$ cat config.mk
export PLATFORM = sky130hd
export DESIGN_NAME = reconstruction_adder
export DESIGN_NICKNAME = d
export VERILOG_FILES = /design/src/rtl/reconstruction_adder.sv
export SDC_FILE = /design/constraint.sdc
export NUM_CORES = 1
export LEC_CHECK = 0
export ABC_AREA = 1
export CAP_MARGIN = 20
export CORE_UTILIZATION = 54
export CTS_CLUSTER_SIZE = 25
export DETAILED_ROUTE_END_ITERATION = 6
export PLACE_DENSITY = 0.77
export RECOVER_POWER = 100
export SETUP_SLACK_MARGIN = 0.4
export SYNTH_ARGS = -nofsm -noshare
export SYNTH_HDL_FRONTEND = slang
export SYNTH_SLANG_ARGS = --single-unit
$ cat constraint.sdc
create_clock -name clock -period 3.5 [get_ports clock]
set_input_delay 0.875 -clock clock [delete_from_list [all_inputs] [get_ports clock]]
set_output_delay 0.875 -clock clock [all_outputs]
set_load 0.02 [all_outputs]
$ cat src/rtl/reconstruction_adder.sv
// ---------------------------------------------------------------------------
// reconstruction_adder
//
// Reads the 384 prediction bytes of one macroblock from the completed-
// prediction buffer in block order. Adds the signed IDCT residual to each
// byte and saturates the sum to 0..255. Streams the reconstructed pixels,
// with block/index sideband, to the frame-store writer.
//
// Ports
//   clock, reset            rising-edge clock, asynchronous active-high reset
//   Start_I                 one-cycle pulse starting a macroblock (IDLE only)
//   Slot_I, Intra_I,        macroblock slot, intra flag and coded block
//   Coded_Block_Pattern_I   pattern; all are captured with Start_I
//   Busy_O, Done_O          macroblock in progress / completion pulse
//   Buf_Address_O           prediction buffer byte address (fetch cycle)
//   Buf_Data_I              prediction byte, one cycle after its address
//   Residual_Valid_I/_I     residual stream; Residual_Ready_O consumes
//   Pixel_Valid_O/Ready_I   output handshake for Pixel_O, Pixel_Block_O,
//                           Pixel_Index_O
// ---------------------------------------------------------------------------
module reconstruction_adder #(
    parameter int unsigned SLOT_STRIDE = 512
) (
    input  logic        clock,
    input  logic        reset,
    input  logic        Start_I,
    input  logic [1:0]  Slot_I,
    input  logic        Intra_I,
    input  logic [5:0]  Coded_Block_Pattern_I,
    output logic        Busy_O,
    output logic        Done_O,
    output logic [10:0] Buf_Address_O,
    input  logic [7:0]  Buf_Data_I,
    input  logic        Residual_Valid_I,
    input  logic [8:0]  Residual_I,
    output logic        Residual_Ready_O,
    output logic        Pixel_Valid_O,
    input  logic        Pixel_Ready_I,
    output logic [7:0]  Pixel_O,
    output logic [2:0]  Pixel_Block_O,
    output logic [5:0]  Pixel_Index_O
);

    typedef enum logic [1:0] {
        ST_IDLE  = 2'd0,
        ST_RUN   = 2'd1,
        ST_DRAIN = 2'd2
    } state_t;

    // Control state
    state_t     state_q, state_d;
    logic [1:0] slot_q, slot_d;
    logic       intra_q, intra_d;
    logic [5:0] cbp_q, cbp_d;
    logic [2:0] blk_q, blk_d;
    logic [5:0] idx_q, idx_d;

    // Fetch issued last cycle, waiting for its buffer byte
    logic       infl_valid_q, infl_valid_d;
    logic [8:0] infl_res_q, infl_res_d;
    logic [2:0] infl_blk_q, infl_blk_d;
    logic [5:0] infl_idx_q, infl_idx_d;

    // Two-entry output FIFO
    logic [7:0] fifo_pix_q [2];
    logic [7:0] fifo_pix_d [2];
    logic [2:0] fifo_blk_q [2];
    logic [2:0] fifo_blk_d [2];
    logic [5:0] fifo_idx_q [2];
    logic [5:0] fifo_idx_d [2];
    logic       wr_ptr_q, wr_ptr_d;
    logic       rd_ptr_q, rd_ptr_d;
    logic [1:0] count_q, count_d;

    // Combinational helpers
    logic        blk_coded;
    logic [1:0]  credit;
    logic        pop;
    logic        room;
    logic        fetch;
    logic        last_fetch;
    logic        drain_done;
    logic [10:0] base;
    logic [10:0] offset;
    logic [7:0]  pred;
    logic [9:0]  sum;
    logic [7:0]  pix_sat;

    // -----------------------------------------------------------------------
    // Fetch control
    // -----------------------------------------------------------------------
    always_comb begin : fetch_ctrl
        blk_coded = 1'b0;
        case (blk_q)
            3'd0:    blk_coded = cbp_q[5];
            3'd1:    blk_coded = cbp_q[4];
            3'd2:    blk_coded = cbp_q[3];
            3'd3:    blk_coded = cbp_q[2];
            3'd4:    blk_coded = cbp_q[1];
            3'd5:    blk_coded = cbp_q[0];
            default: blk_coded = 1'b0;
        endcase

        // Credit = FIFO occupancy + read in flight; never exceeds 2.
        credit = count_q + {1'b0, infl_valid_q};
        pop    = (count_q != 2'd0) && Pixel_Ready_I;
        // A pop in the same cycle frees a slot for this fetch, so credit is
        // unchanged and Ready held high sustains one pixel per cycle.
        room   = (credit < 2'd2) || pop;

        fetch      = (state_q == ST_RUN) && room && (!blk_coded || Residual_Valid_I);
        last_fetch = fetch && (blk_q == 3'd5) && (idx_q == 6'd63);
        drain_done = (state_q == ST_DRAIN) && (count_q == 2'd0) && !infl_valid_q;
    end

    // -----------------------------------------------------------------------
    // Buffer address: luma blocks 0..3 tile a 16x16 area with a 16-byte row
    // pitch; chroma blocks 4 and 5 are stored linearly after it.
    // -----------------------------------------------------------------------
    always_comb begin : addr_gen
        base = 11'(32'(slot_q) * SLOT_STRIDE);
        case (blk_q)
            3'd4:    offset = 11'd256 + {5'd0, idx_q};
            3'd5:    offset = 11'd320 + {5'd0, idx_q};
            // (blk[1]*8 + row)*16 + blk[0]*8 + col, as bit fields
            default: offset = {3'd0, blk_q[1], idx_q[5:3], blk_q[0], idx_q[2:0]};
        endcase
        Buf_Address_O = base + offset;
    end

    // -----------------------------------------------------------------------
    // Reconstruction: 10-bit two's-complement sum, range -256..510.
    // Bit 9 set means negative; bit 8 set (when non-negative) means >255.
    // -----------------------------------------------------------------------
    always_comb begin : recon
        pred = intra_q ? 8'd0 : Buf_Data_I;
        sum  = {2'b00, pred} + {infl_res_q[8], infl_res_q};
        if (sum[9]) begin
            pix_sat = 8'd0;
        end else if (sum[8]) begin
            pix_sat = 8'hFF;
        end else begin
            pix_sat = sum[7:0];
        end
    end

    // -----------------------------------------------------------------------
    // Next-state logic
    // -----------------------------------------------------------------------
    always_comb begin : next_state
        state_d      = state_q;
        slot_d       = slot_q;
        intra_d      = intra_q;
        cbp_d        = cbp_q;
        blk_d        = blk_q;
        idx_d        = idx_q;
        infl_valid_d = fetch;
        infl_res_d   = infl_res_q;
        infl_blk_d   = infl_blk_q;
        infl_idx_d   = infl_idx_q;
        fifo_pix_d   = fifo_pix_q;
        fifo_blk_d   = fifo_blk_q;
        fifo_idx_d   = fifo_idx_q;
        wr_ptr_d     = wr_ptr_q;
        rd_ptr_d     = rd_ptr_q;
        count_d      = count_q + {1'b0, infl_valid_q} - {1'b0, pop};

        case (state_q)
            ST_IDLE: begin
                if (Start_I) begin
                    state_d = ST_RUN;
                    slot_d  = Slot_I;
                    intra_d = Intra_I;
                    cbp_d   = Intra_I ? 6'h3F : Coded_Block_Pattern_I;
                    blk_d   = '0;
                    idx_d   = '0;
                end
            end
            ST_RUN: begin
                if (last_fetch) begin
                    state_d = ST_DRAIN;
                end
            end
            ST_DRAIN: begin
                if (drain_done) begin
                    state_d = ST_IDLE;
                end
            end
            default: state_d = ST_IDLE;
        endcase

        if (fetch) begin
            // Uncoded blocks consume no residual and add zero.
            infl_res_d = blk_coded ? Residual_I : '0;
            infl_blk_d = blk_q;
            infl_idx_d = idx_q;
            if (idx_q == 6'd63) begin
                idx_d = '0;
                blk_d = (blk_q == 3'd5) ? 3'd0 : blk_q + 3'd1;
            end else begin
                idx_d = idx_q + 6'd1;
            end
        end

        if (infl_valid_q) begin
            fifo_pix_d[wr_ptr_q] = pix_sat;
            fifo_blk_d[wr_ptr_q] = infl_blk_q;
            fifo_idx_d[wr_ptr_q] = infl_idx_q;
            wr_ptr_d             = ~wr_ptr_q;
        end

        if (pop) begin
            rd_ptr_d = ~rd_ptr_q;
        end
    end

    // -----------------------------------------------------------------------
    // Registers
    // -----------------------------------------------------------------------
    always_ff @(posedge clock or posedge reset) begin
        if (reset) begin
            state_q      <= ST_IDLE;
            slot_q       <= '0;
            intra_q      <= 1'b0;
            cbp_q        <= '0;
            blk_q        <= '0;
            idx_q        <= '0;
            infl_valid_q <= 1'b0;
            infl_res_q   <= '0;
            infl_blk_q   <= '0;
            infl_idx_q   <= '0;
            for (int unsigned i = 0; i < 2; i++) begin
                fifo_pix_q[i] <= '0;
                fifo_blk_q[i] <= '0;
                fifo_idx_q[i] <= '0;
            end
            wr_ptr_q     <= 1'b0;
            rd_ptr_q     <= 1'b0;
            count_q      <= '0;
        end else begin
            state_q      <= state_d;
            slot_q       <= slot_d;
            intra_q      <= intra_d;
            cbp_q        <= cbp_d;
            blk_q        <= blk_d;
            idx_q        <= idx_d;
            infl_valid_q <= infl_valid_d;
            infl_res_q   <= infl_res_d;
            infl_blk_q   <= infl_blk_d;
            infl_idx_q   <= infl_idx_d;
            fifo_pix_q   <= fifo_pix_d;
            fifo_blk_q   <= fifo_blk_d;
            fifo_idx_q   <= fifo_idx_d;
            wr_ptr_q     <= wr_ptr_d;
            rd_ptr_q     <= rd_ptr_d;
            count_q      <= count_d;
        end
    end

    // -----------------------------------------------------------------------
    // Outputs
    // -----------------------------------------------------------------------
    assign Busy_O           = (state_q != ST_IDLE);
    assign Done_O           = drain_done;
    assign Residual_Ready_O = (state_q == ST_RUN) && blk_coded && room;
    assign Pixel_Valid_O    = (count_q != 2'd0);
    assign Pixel_O          = fifo_pix_q[rd_ptr_q];
    assign Pixel_Block_O    = fifo_blk_q[rd_ptr_q];
    assign Pixel_Index_O    = fifo_idx_q[rd_ptr_q];

endmodule

==> impl_metrics.tcl <==
set metrics [dict create \
    cp-startpoint "Pixel_Ready_I" \
    cp-end-kind "output port" \
    pwr-share-clk_pct 17.0 \
    critPathKind "in2out" \
    fin_crit_sh_pct 88.0 \
    portBuffers 62 \
    die-area_mm2 0.00786 \
    switching_share_pct 44.2 \
    first_pass_iters 4 \
    power.leakage_uw 0.00254 \
    ys_types 29 \
    layout_commonest_cell "nand2_1" \
    period_needed_ns 3.08 \
    ys_seq_elements 77 \
    cts.clk_slew.worst_paths_ns 0.09 \
    place_congestion 0.860 \
    worstReg2RegStart "infl_valid_q" \
    via_per_inst 5.03 \
    grt_pass1_wl_mm 14.0 \
    powerDensity_mw_per_mm2 817 \
    combPwrFrac_pct 47.0 \
    drive_gt1_share_pct 5.49 \
    fp.dieH_um 88.7 \
    htreeDepth 3 \
    final_max_slew_viol_count 0 \
    fp.dieW_um 88.7 \
    hold_class "reg2reg" \
    synth_area_mm2 0.00406 \
    cts_tree "built" \
    fin_skew_ns 0.00656 \
    vias 3428 \
    io_pins 63 \
    ys_seq_area_share_pct 47.5 \
    synth_fp_nets 567 \
    cap_violations 0 \
    r2r_slack_ns 1.01 \
    grt_pass1_vias 3098 \
    fin_nets 622 \
    core-area_mm2 0.00725 \
    arrival_ns 2.21 \
    place_hpwl_mm 5.99 \
    antenna_found_initial 0 \
    power.switching_uw 1760 \
    ant_nets 0 \
    rr_worst_depth 9 \
    fmax_mhz 325 \
    final_cell_count_no_fill 682 \
    timing.rr.end "infl_idx_q[1]" \
    root_buffer "clkbuf_8" \
    start_util_pct 55.9 \
    critPathRequiredTime_ns 2.62 \
    drt-total-wl_mm 8.41 \
    synth_area_per_cell_um2 7.75 \
    final_cell_mix "nand2_1, dfrtp_1, inv_1" \
    slew_headroom_pct 15.4 \
    placedCellCount 666 \
    grt_max_degree 48 \
    postSynthCellCount 523 \
    crit_path_max_fanout 3 \
    hold_violations 0 \
    status "finished clean" \
    clock_latency_ns 0.35 \
    startpoint_type "input port" \
    drc 0 \
    cts_sinks 77 \
    overflow 0 \
    diodes 0 \
    cts.path.max_buffers 2 \
    p_int_uw 2230 \
    peakVddDrop_v 0.000486 \
    post_drt_wl_per_cell_um 12.3 \
    setup_violations 0 \
    area_growth_pct 20.4 \
    tightestPinTransition_ns 1.27 \
    cp-endpoint "Residual_Ready_O" \
    seqPwrFrac_pct 36.0 \
    yosysWarnings 0 \
    drt-initial-drc-count 146 \
    std_cell_rows 31 \
    grt_setup_unrepaired "no" \
    setup_tns_ns 0 \
    numCtsBuffers 9 \
    grt_use_total_pct 23.3 \
]
## synth_stat cells (all sizes together)
master | n | area (um2)
a21oi | 6 | 30.0
buf | 10 | 85.1
clkbuf | 12 | 45.0
clkinv | 2 | 7.51
dfrtp | 77 | 1930
fa | 1 | 20.0
ha | 12 | 150
inv | 55 | 209
mux2 | 3 | 33.8
nand2 | 200 | 763
nand3 | 43 | 228
nand3b | 1 | 7.51
nand4 | 5 | 31.3
nor2 | 32 | 144
nor3 | 7 | 35.0
o21ai | 47 | 254
or2 | 1 | 6.26
xnor2 | 3 | 26.3
xor2 | 6 | 52.6
## worst min path at each step
stage | start | cells after the start | end
final | fifo_idx_q[3] | 2 | fifo_idx_q[3]
after global placement | infl_idx_q[1] | 2 | fifo_idx_q[7]
after detailed placement | fifo_pix_q[6] | 2 | fifo_pix_q[6]
after global routing | fifo_pix_q[9] | 2 | fifo_pix_q[9]
after CTS | fifo_pix_q[6] | 2 | fifo_pix_q[6]
after floorplan | fifo_blk_q[0] | 2 | fifo_blk_q[0]
## per-layer routing
metal / track usage (%) / vias up / part of all wire, %
met5: 0 / - / 0
met4: 9.24 / 0 / 1.6
met3: 4.38 / 12 / 5.5
met2: 36.2 / 99 / 46
met1: 32.3 / 1561 / 47
li1: - / 1756 / -
## power by group through the flow
stage	Combinational (uW)	Clock [uW]	Sequential, uW
after floorplan	1450	0	1370
after global placement	1910	0	1440
after detailed placement	1970	0	1450
after CTS	1980	684	1440
after global routing	2110	722	1480
final	1880	678	1440
## area by class of cell
type,instances,area (um2)
Clock buffer,9,124
Clock inverter,7,75.1
Fill cell,634,2370
Inverter,57,216
Multi-Input combinational cell,367,1760
Sequential cell,77,1930
Tap cell,99,124
Timing Repair Buffer,66,658
## logic make-up after synthesis
group	after synthesis	synth area share, %
AO/OA/AOI/OAI	53	7.00
AND/OR/NAND/NOR	289	30.0
flip-flops	77	47.5
XOR/XNOR	9	1.94
buffers and inverters	79	8.55
multiplexers	3	0.833
adder cells (fa/ha/maj)	13	4.20
## state kept, by name, indices dropped and copies added, names as in the netlist, 3 cells and up
name        flops
fifo_idx_q     12
infl_idx_q      6
idx_q           6
blk_q           3
fifo_blk_q      6
infl_res_q      9
fifo_pix_q     16
infl_blk_q      3
cbp_q           6
## critical path: stages
cell           delay [ns]
dlygate4sd3_1        0.55
nand2_1              0.10
nand2_1              0.10
nand2_1              0.10
nor2_4               0.13
dlygate4sd2_1        0.34
## metrics by stage
stage	utilization, %	worst slack, ns	total power (uW)	hold slack, ns	area [um2]
4_1_cts	67.7	0.486	4100	0.487	4910
5_1_grt	67.3	0.326	4320	0.498	4880
3_3_place_gp	65.0	0.246	3350	0.460	4710
6_report	67.3	0.419	3990	0.485	4880
3_5_place_dp	65.0	0.227	3420	0.466	4710
2_1_floorplan	-	0.658	2820	0.449	4060
## repair_timing
| item | in CTS | in global routing |
|---|---|---|
| setup endpoints to repair | 9 | 1 |
| hold buffers | 0 | 0 |
| setup buffers | 0 | 0 |
| resized for setup | 2 | 1 |
| pin swaps | 0 | 0 |
Power figures use the tool's default switching activity.
==> edit 1 (same settings) <==
Reset style: synchronous (`reset`), changed in one clocked block. Comments in the files are not updated.
--- a/src/rtl/reconstruction_adder.sv
+++ b/src/rtl/reconstruction_adder.sv
@@ -218,5 +218,5 @@
     // Registers
     // -----------------------------------------------------------------------
-    always_ff @(posedge clock or posedge reset) begin
+    always_ff @(posedge clock) begin
         if (reset) begin
             state_q      <= ST_IDLE;
Formal check against the unedited RTL: differs if reset is asserted again (counterexample within 4 cycles, from zero or initial values and one cycle with reset high); with reset held inactive, the same outputs for 4 cycles.
==> edit 1 against the original RTL <==
Non-clock buffer count is 4 higher. Wire length is 4.2% lower. Setup slack worse by 0.044 ns. Via count is 0.44% higher. Sequential cell count is the same. Die area down 7.2%. Synthesized cell count up 0.57%. Global-route usage is 0.45 points higher. Area after synthesis shrank 7.4%. Worst hold slack got worse by 0.023 ns. Design area decreased by 7.0%. Largest cell class is now multi-input gates.
Power is not compared: it rests on default switching activity, and its combinational part moved more than twofold at a synthesized area within 25%.
==> edit 1: results (changes against the original RTL) <==
metric	value	unit	change
n_antenna_cell	0		unchanged
nets	625		+0.48%
finClkSkew	0.0104	ns	+0.00388 ns
clock-root-buffer	clkbuf_8		
drt_pass1_iterations	5		+1
grt_pass1_vias	3070		-0.90%
grt_first_pass_wirelength	13700	µm	-2.5%
hold_path_class	flop to flop		
grt_max_degree	38		-21%
ir_drop	0.217	mV	
ys_seq_area_share	41.1	%	-6.5 points
ctsHtreeMaxLevel	3		unchanged
outcome	completed		
vias	3443		+0.44%
antenna_found_initial	0		unchanged
synthTopCellsByArea	dfxtp_1 (41%), nand2_1 (11%), o21ai_0 (7.5%), a21oi_1 (6.4%), inv_1 (6.0%)		
gp_congestion	0.834		-3.1%
synth_nets	570		+0.53%
synth_warnings	0		unchanged
dr.first_iter.drc_count	140		-4.1%
clkLatencyLatePin	0.35	ns	about the same
clkSlewWorstSetupHoldPaths	0.08	ns	
routed_wl	8050	µm	-4.2%
routed_via_density	5.17		+2.9%
grtUsageTotal	23.7	%	+0.45 points
fillers	615		-3.0%
leakage	2.06	nW	
hpwl	5740	µm	-4.1%
slew_headroom	8.25	%	-7.1 points
synthTopCellsByCount	nand2_1 (114), dfxtp_1 (77), inv_1 (60)		
crit_arrival	2.25	ns	+0.04 ns
async_flop_share	0	%	-100 points
postSynthCellCount	526		+0.57%
dp.cells	650		-2.4%
reg.largest.list	fifo_pix_q (16), fifo_idx_q (12), infl_res_q (9)		
portBuffers	62		unchanged
synth_seq_cells	77		unchanged
placed_cell_area	0.00439	mm²	-6.9%
drive_gt1_share	6.14	%	+0.65 points
clockBufferDepth	2		unchanged
crit_fanout	4		+1
synthFlopType	dfxtp_1		
cts_made_buffers	9		unchanged
ys_types	34		+17%
edit 1: changes by cell type after synthesis, moves of 10 or more:
cell / before / now
nand3_1: 42 / 32
dfxtp_1: 0 / 77
nand2_1: 197 / 114
o21ai_0: 42 / 56
a21oi_1: 6 / 48
nor2_1: 30 / 43
dfrtp_1: 77 / 0
edit 1: final timing paths:
check,slack (ns),endpoint,depth (start not counted),start
setup reg to reg,0.76,idx_q[5],13,blk_q[0]
hold reg to reg,0.46,fifo_pix_q[5],2,fifo_pix_q[5]
hold / removal,0.46,fifo_pix_q[5],2,fifo_pix_q[5]
setup / recovery,0.37,Residual_Ready_O,6,Pixel_Ready_I
edit 1: power breakdown:
group	switching, mW	internal [mW]
Combinational	0.293	0.179
Sequential	0.0406	0.942
Clock	0.361	0.275
Total	0.694	1.40
edit 1: layer usage:
layer | global-route usage (%) | share of wire, % | vias to the layer above
met5 | 0 | 0 | -
met4 | 10.3 | 1.4 | 0
met3 | 4.57 | 3.8 | 8
met2 | 38.2 | 46 | 77
met1 | 31.1 | 49 | 1540
li1 | - | - | 1818
edit 1: what timing repair did:
action	4_1_cts	5_1_grt
gates cloned	0	0
gates resized for setup	1	2
setup endpoints to repair	1	3
hold buffers	0	0
setup buffers	0	0
edit 1: through the flow:
stage | hold WS (ns) | setup WS, ns | util [%]
after floorplan | 0.428 | 1.14 | -
after global placement | 0.437 | 0.262 | 64.9
after detailed placement | 0.445 | 0.249 | 64.9
after CTS | 0.465 | 0.498 | 67.7
after global routing | 0.487 | 0.266 | 67.2
final | 0.462 | 0.375 | 67.2
edit 1: kinds of logic (layout without fill, tap and decap cells):
family,count (synthesis),count (layout),synth area share [%]
compound gates,127,127,18.2
xor+xnor,4,4,0.933
fa+ha+maj,13,13,4.53
buf+inv,92,152,10.6
flops,77,77,41.1
simple gates,213,213,24.7
edit 1: layout make-up:
| cell class | instances | area (µm²) | share of cell area, % |
|---|---|---|---|
| inverter | 66 | 248 | 5.46 |
| multi-input combinational | 357 | 1790 | 39.4 |
| timing repair buffer | 70 | 672 | 14.8 |
| sequential | 77 | 1540 | 34.0 |
| tap | 80 | 100 | 2.21 |
| clock buffer | 9 | 124 | 2.73 |
| clock inverter | 7 | 65.1 | 1.43 |
edit 1: worst max-delay path: stages:
cell	delay, ns
dlygate4sd3_1	0.53
nand2_1	0.15
a21boi_4	0.19
nand2_1	0.07
inv_1	0.07
dlygate4sd2_1	0.35
==> edit 2 (same settings) <==
Without the edit above. Set the parameter `SLOT_STRIDE` to 256 (it was 512).
--- a/src/rtl/reconstruction_adder.sv
+++ b/src/rtl/reconstruction_adder.sv
@@ -20,5 +20,5 @@
 // ---------------------------------------------------------------------------
 module reconstruction_adder #(
-    parameter int unsigned SLOT_STRIDE = 512
+    parameter int unsigned SLOT_STRIDE = 256
 ) (
     input  logic        clock,
Function: changed (Yosys sat finds a counterexample within 4 cycles, from zero or initial values and one cycle with reset high).
==> edit 2 against the original RTL <==
Die area down 0.66%. Setup slack worse by 0.073 ns. Core utilization shrank 0.11 points. Critical path type is now flop to output pin. Total power fell by 0.74%. Sequential cell count unchanged. Largest power group unchanged. Design area is 0.69% lower. Area after synthesis is 0.68% lower. Clock power fell by 4.7%. Wire length increased by 0.40%.
==> edit 2: results (changes against the original RTL) <==
metric	value	unit	change
outcome	completed		
synthTopCellsByArea	dfrtp_1 (48%), nand2_1 (19%), nand3_1 (5.1%), o21ai_0 (4.7%), inv_1 (4.5%)		
routed_wl	8440	µm	+0.40%
dp.cells	670		+0.60%
pre_cts_ws	0.272	ns	+0.0449 ns
synth_nets	571		+0.71%
gp_congestion	0.872		+1.4%
synth_area_per_cell	7.67	µm²	-1.1%
vias	3480		+1.5%
hpwl	5960	µm	-0.49%
avgRoutedWirePerCell	12.3	µm	-0.18%
grt_pass1_vias	3035		-2.0%
fillers	638		+0.63%
grtUsageMet2	35.7	%	-0.49 points
placed_cell_area	0.00469	mm²	-0.40%
grtUsageTotal	23.8	%	+0.50 points
slew_headroom	30.4	%	+15 points
ys_types	31		+6.9%
grt_max_degree	68		+42%
crit_fanout	19		+16
crit_arrival	2.28	ns	+0.07 ns
nets	628		+0.96%
ir_drop	0.586	mV	+21%
grt_first_pass_wirelength	14200	µm	+1.2%
leakage	2.59	nW	+1.8%
drive_gt1_share	4.94	%	-0.55 points
synthTopCellsByCount	nand2_1 (207), dfrtp_1 (77), inv_1 (48)		
ys_seq_area_share	47.8	%	+0.32 points
dr.first_iter.drc_count	190		+30%
edit 2: cell types whose count changed in the layout (fill, tap and decap cells not counted), moves of 3 or more:
| cell | unedited run | this run |
|---|---|---|
| inv_2 | 1 | 4 |
| a21oi_1 | 6 | 1 |
| inv_6 | 1 | 4 |
| nand2_1 | 198 | 208 |
| dlygate4sd3_1 | 35 | 31 |
| inv_1 | 53 | 48 |
| mux2_2 | 3 | 0 |
| nor3_1 | 7 | 3 |
edit 2: cells by family after synthesis:
| kind of cell | synth area share [%] |
|---|---|
| DFF | 47.8 |
| AOI/OAI and AO/OA | 7.36 |
| and+or+nand+nor | 29.9 |
| xor gates and xnor gates | 1.74 |
| adders and majority gates | 4.85 |
| buffers and inverters | 8.33 |
edit 2: layout make-up:
class                   instances  area (µm²)  share of cell area (%)
clock buffers                   9         124                    2.55
clock inverters                 7        62.6                    1.29
inverters                      55         206                    4.26
multi-input cells             372        1750                    36.1
flip-flops and latches         77        1930                    39.8
well taps                      99         124                    2.55
repair buffers                 67         654                    13.5
edit 2: per-layer routing:
| metal | vias to the layer above | routed length, µm |
|---|---|---|
| met5 | - | 0 |
| met4 | 0 | 126 |
| met3 | 11 | 459 |
| met2 | 112 | 3840 |
| met1 | 1600 | 4010 |
| li1 | 1757 | - |
edit 2: metrics by stage:
stage	utilization [%]	hold WS, ns	power (mW)
floorplan	-	0.449	2.83
CTS	67.6	0.489	4.09
finish	67.2	0.487	3.96
global route	67.2	0.501	4.31
global placement	65.1	0.462	3.40
detailed placement	65.1	0.465	3.44
edit 2: report_power, final:
group | leakage, nW | switching [mW] | internal [mW]
logic | 1.50 | 1.21 | 0.678
clock network | 0.0931 | 0.373 | 0.274
registers | 0.993 | 0.207 | 1.22
total | 2.59 | 1.79 | 2.17
edit 2: critical path, cell delays in order, from the launching register on:
cell and delay (ns):
dfrtp_1 0.37, clkbuf_1 0.67, nand2_1 0.10, nand2_1 0.12, dlygate4sd3_1 0.67
edit 2: final timing paths:
path	slack, ns	startpoint	cells after the start	end
worst max-delay path	0.35	rd_ptr_q	4	Pixel_O[0]
worst min-delay path	0.49	fifo_pix_q[15]	2	fifo_pix_q[15]
worst max register to register	0.82	infl_valid_q	8	idx_q[3]
worst min register to register	0.49	fifo_pix_q[15]	2	fifo_pix_q[15]
max in group asynchronous	1.85	reset	3	blk_q[1]
min in group asynchronous	0.96	reset	2	infl_res_q[0]
edit 2: timing repair:
action | 4_1_cts | 5_1_grt
resized for setup | 3 | 2
pin swaps | 0 | 0
endpoints found under the setup margin | 3 | 2
hold buffers | 0 | 0
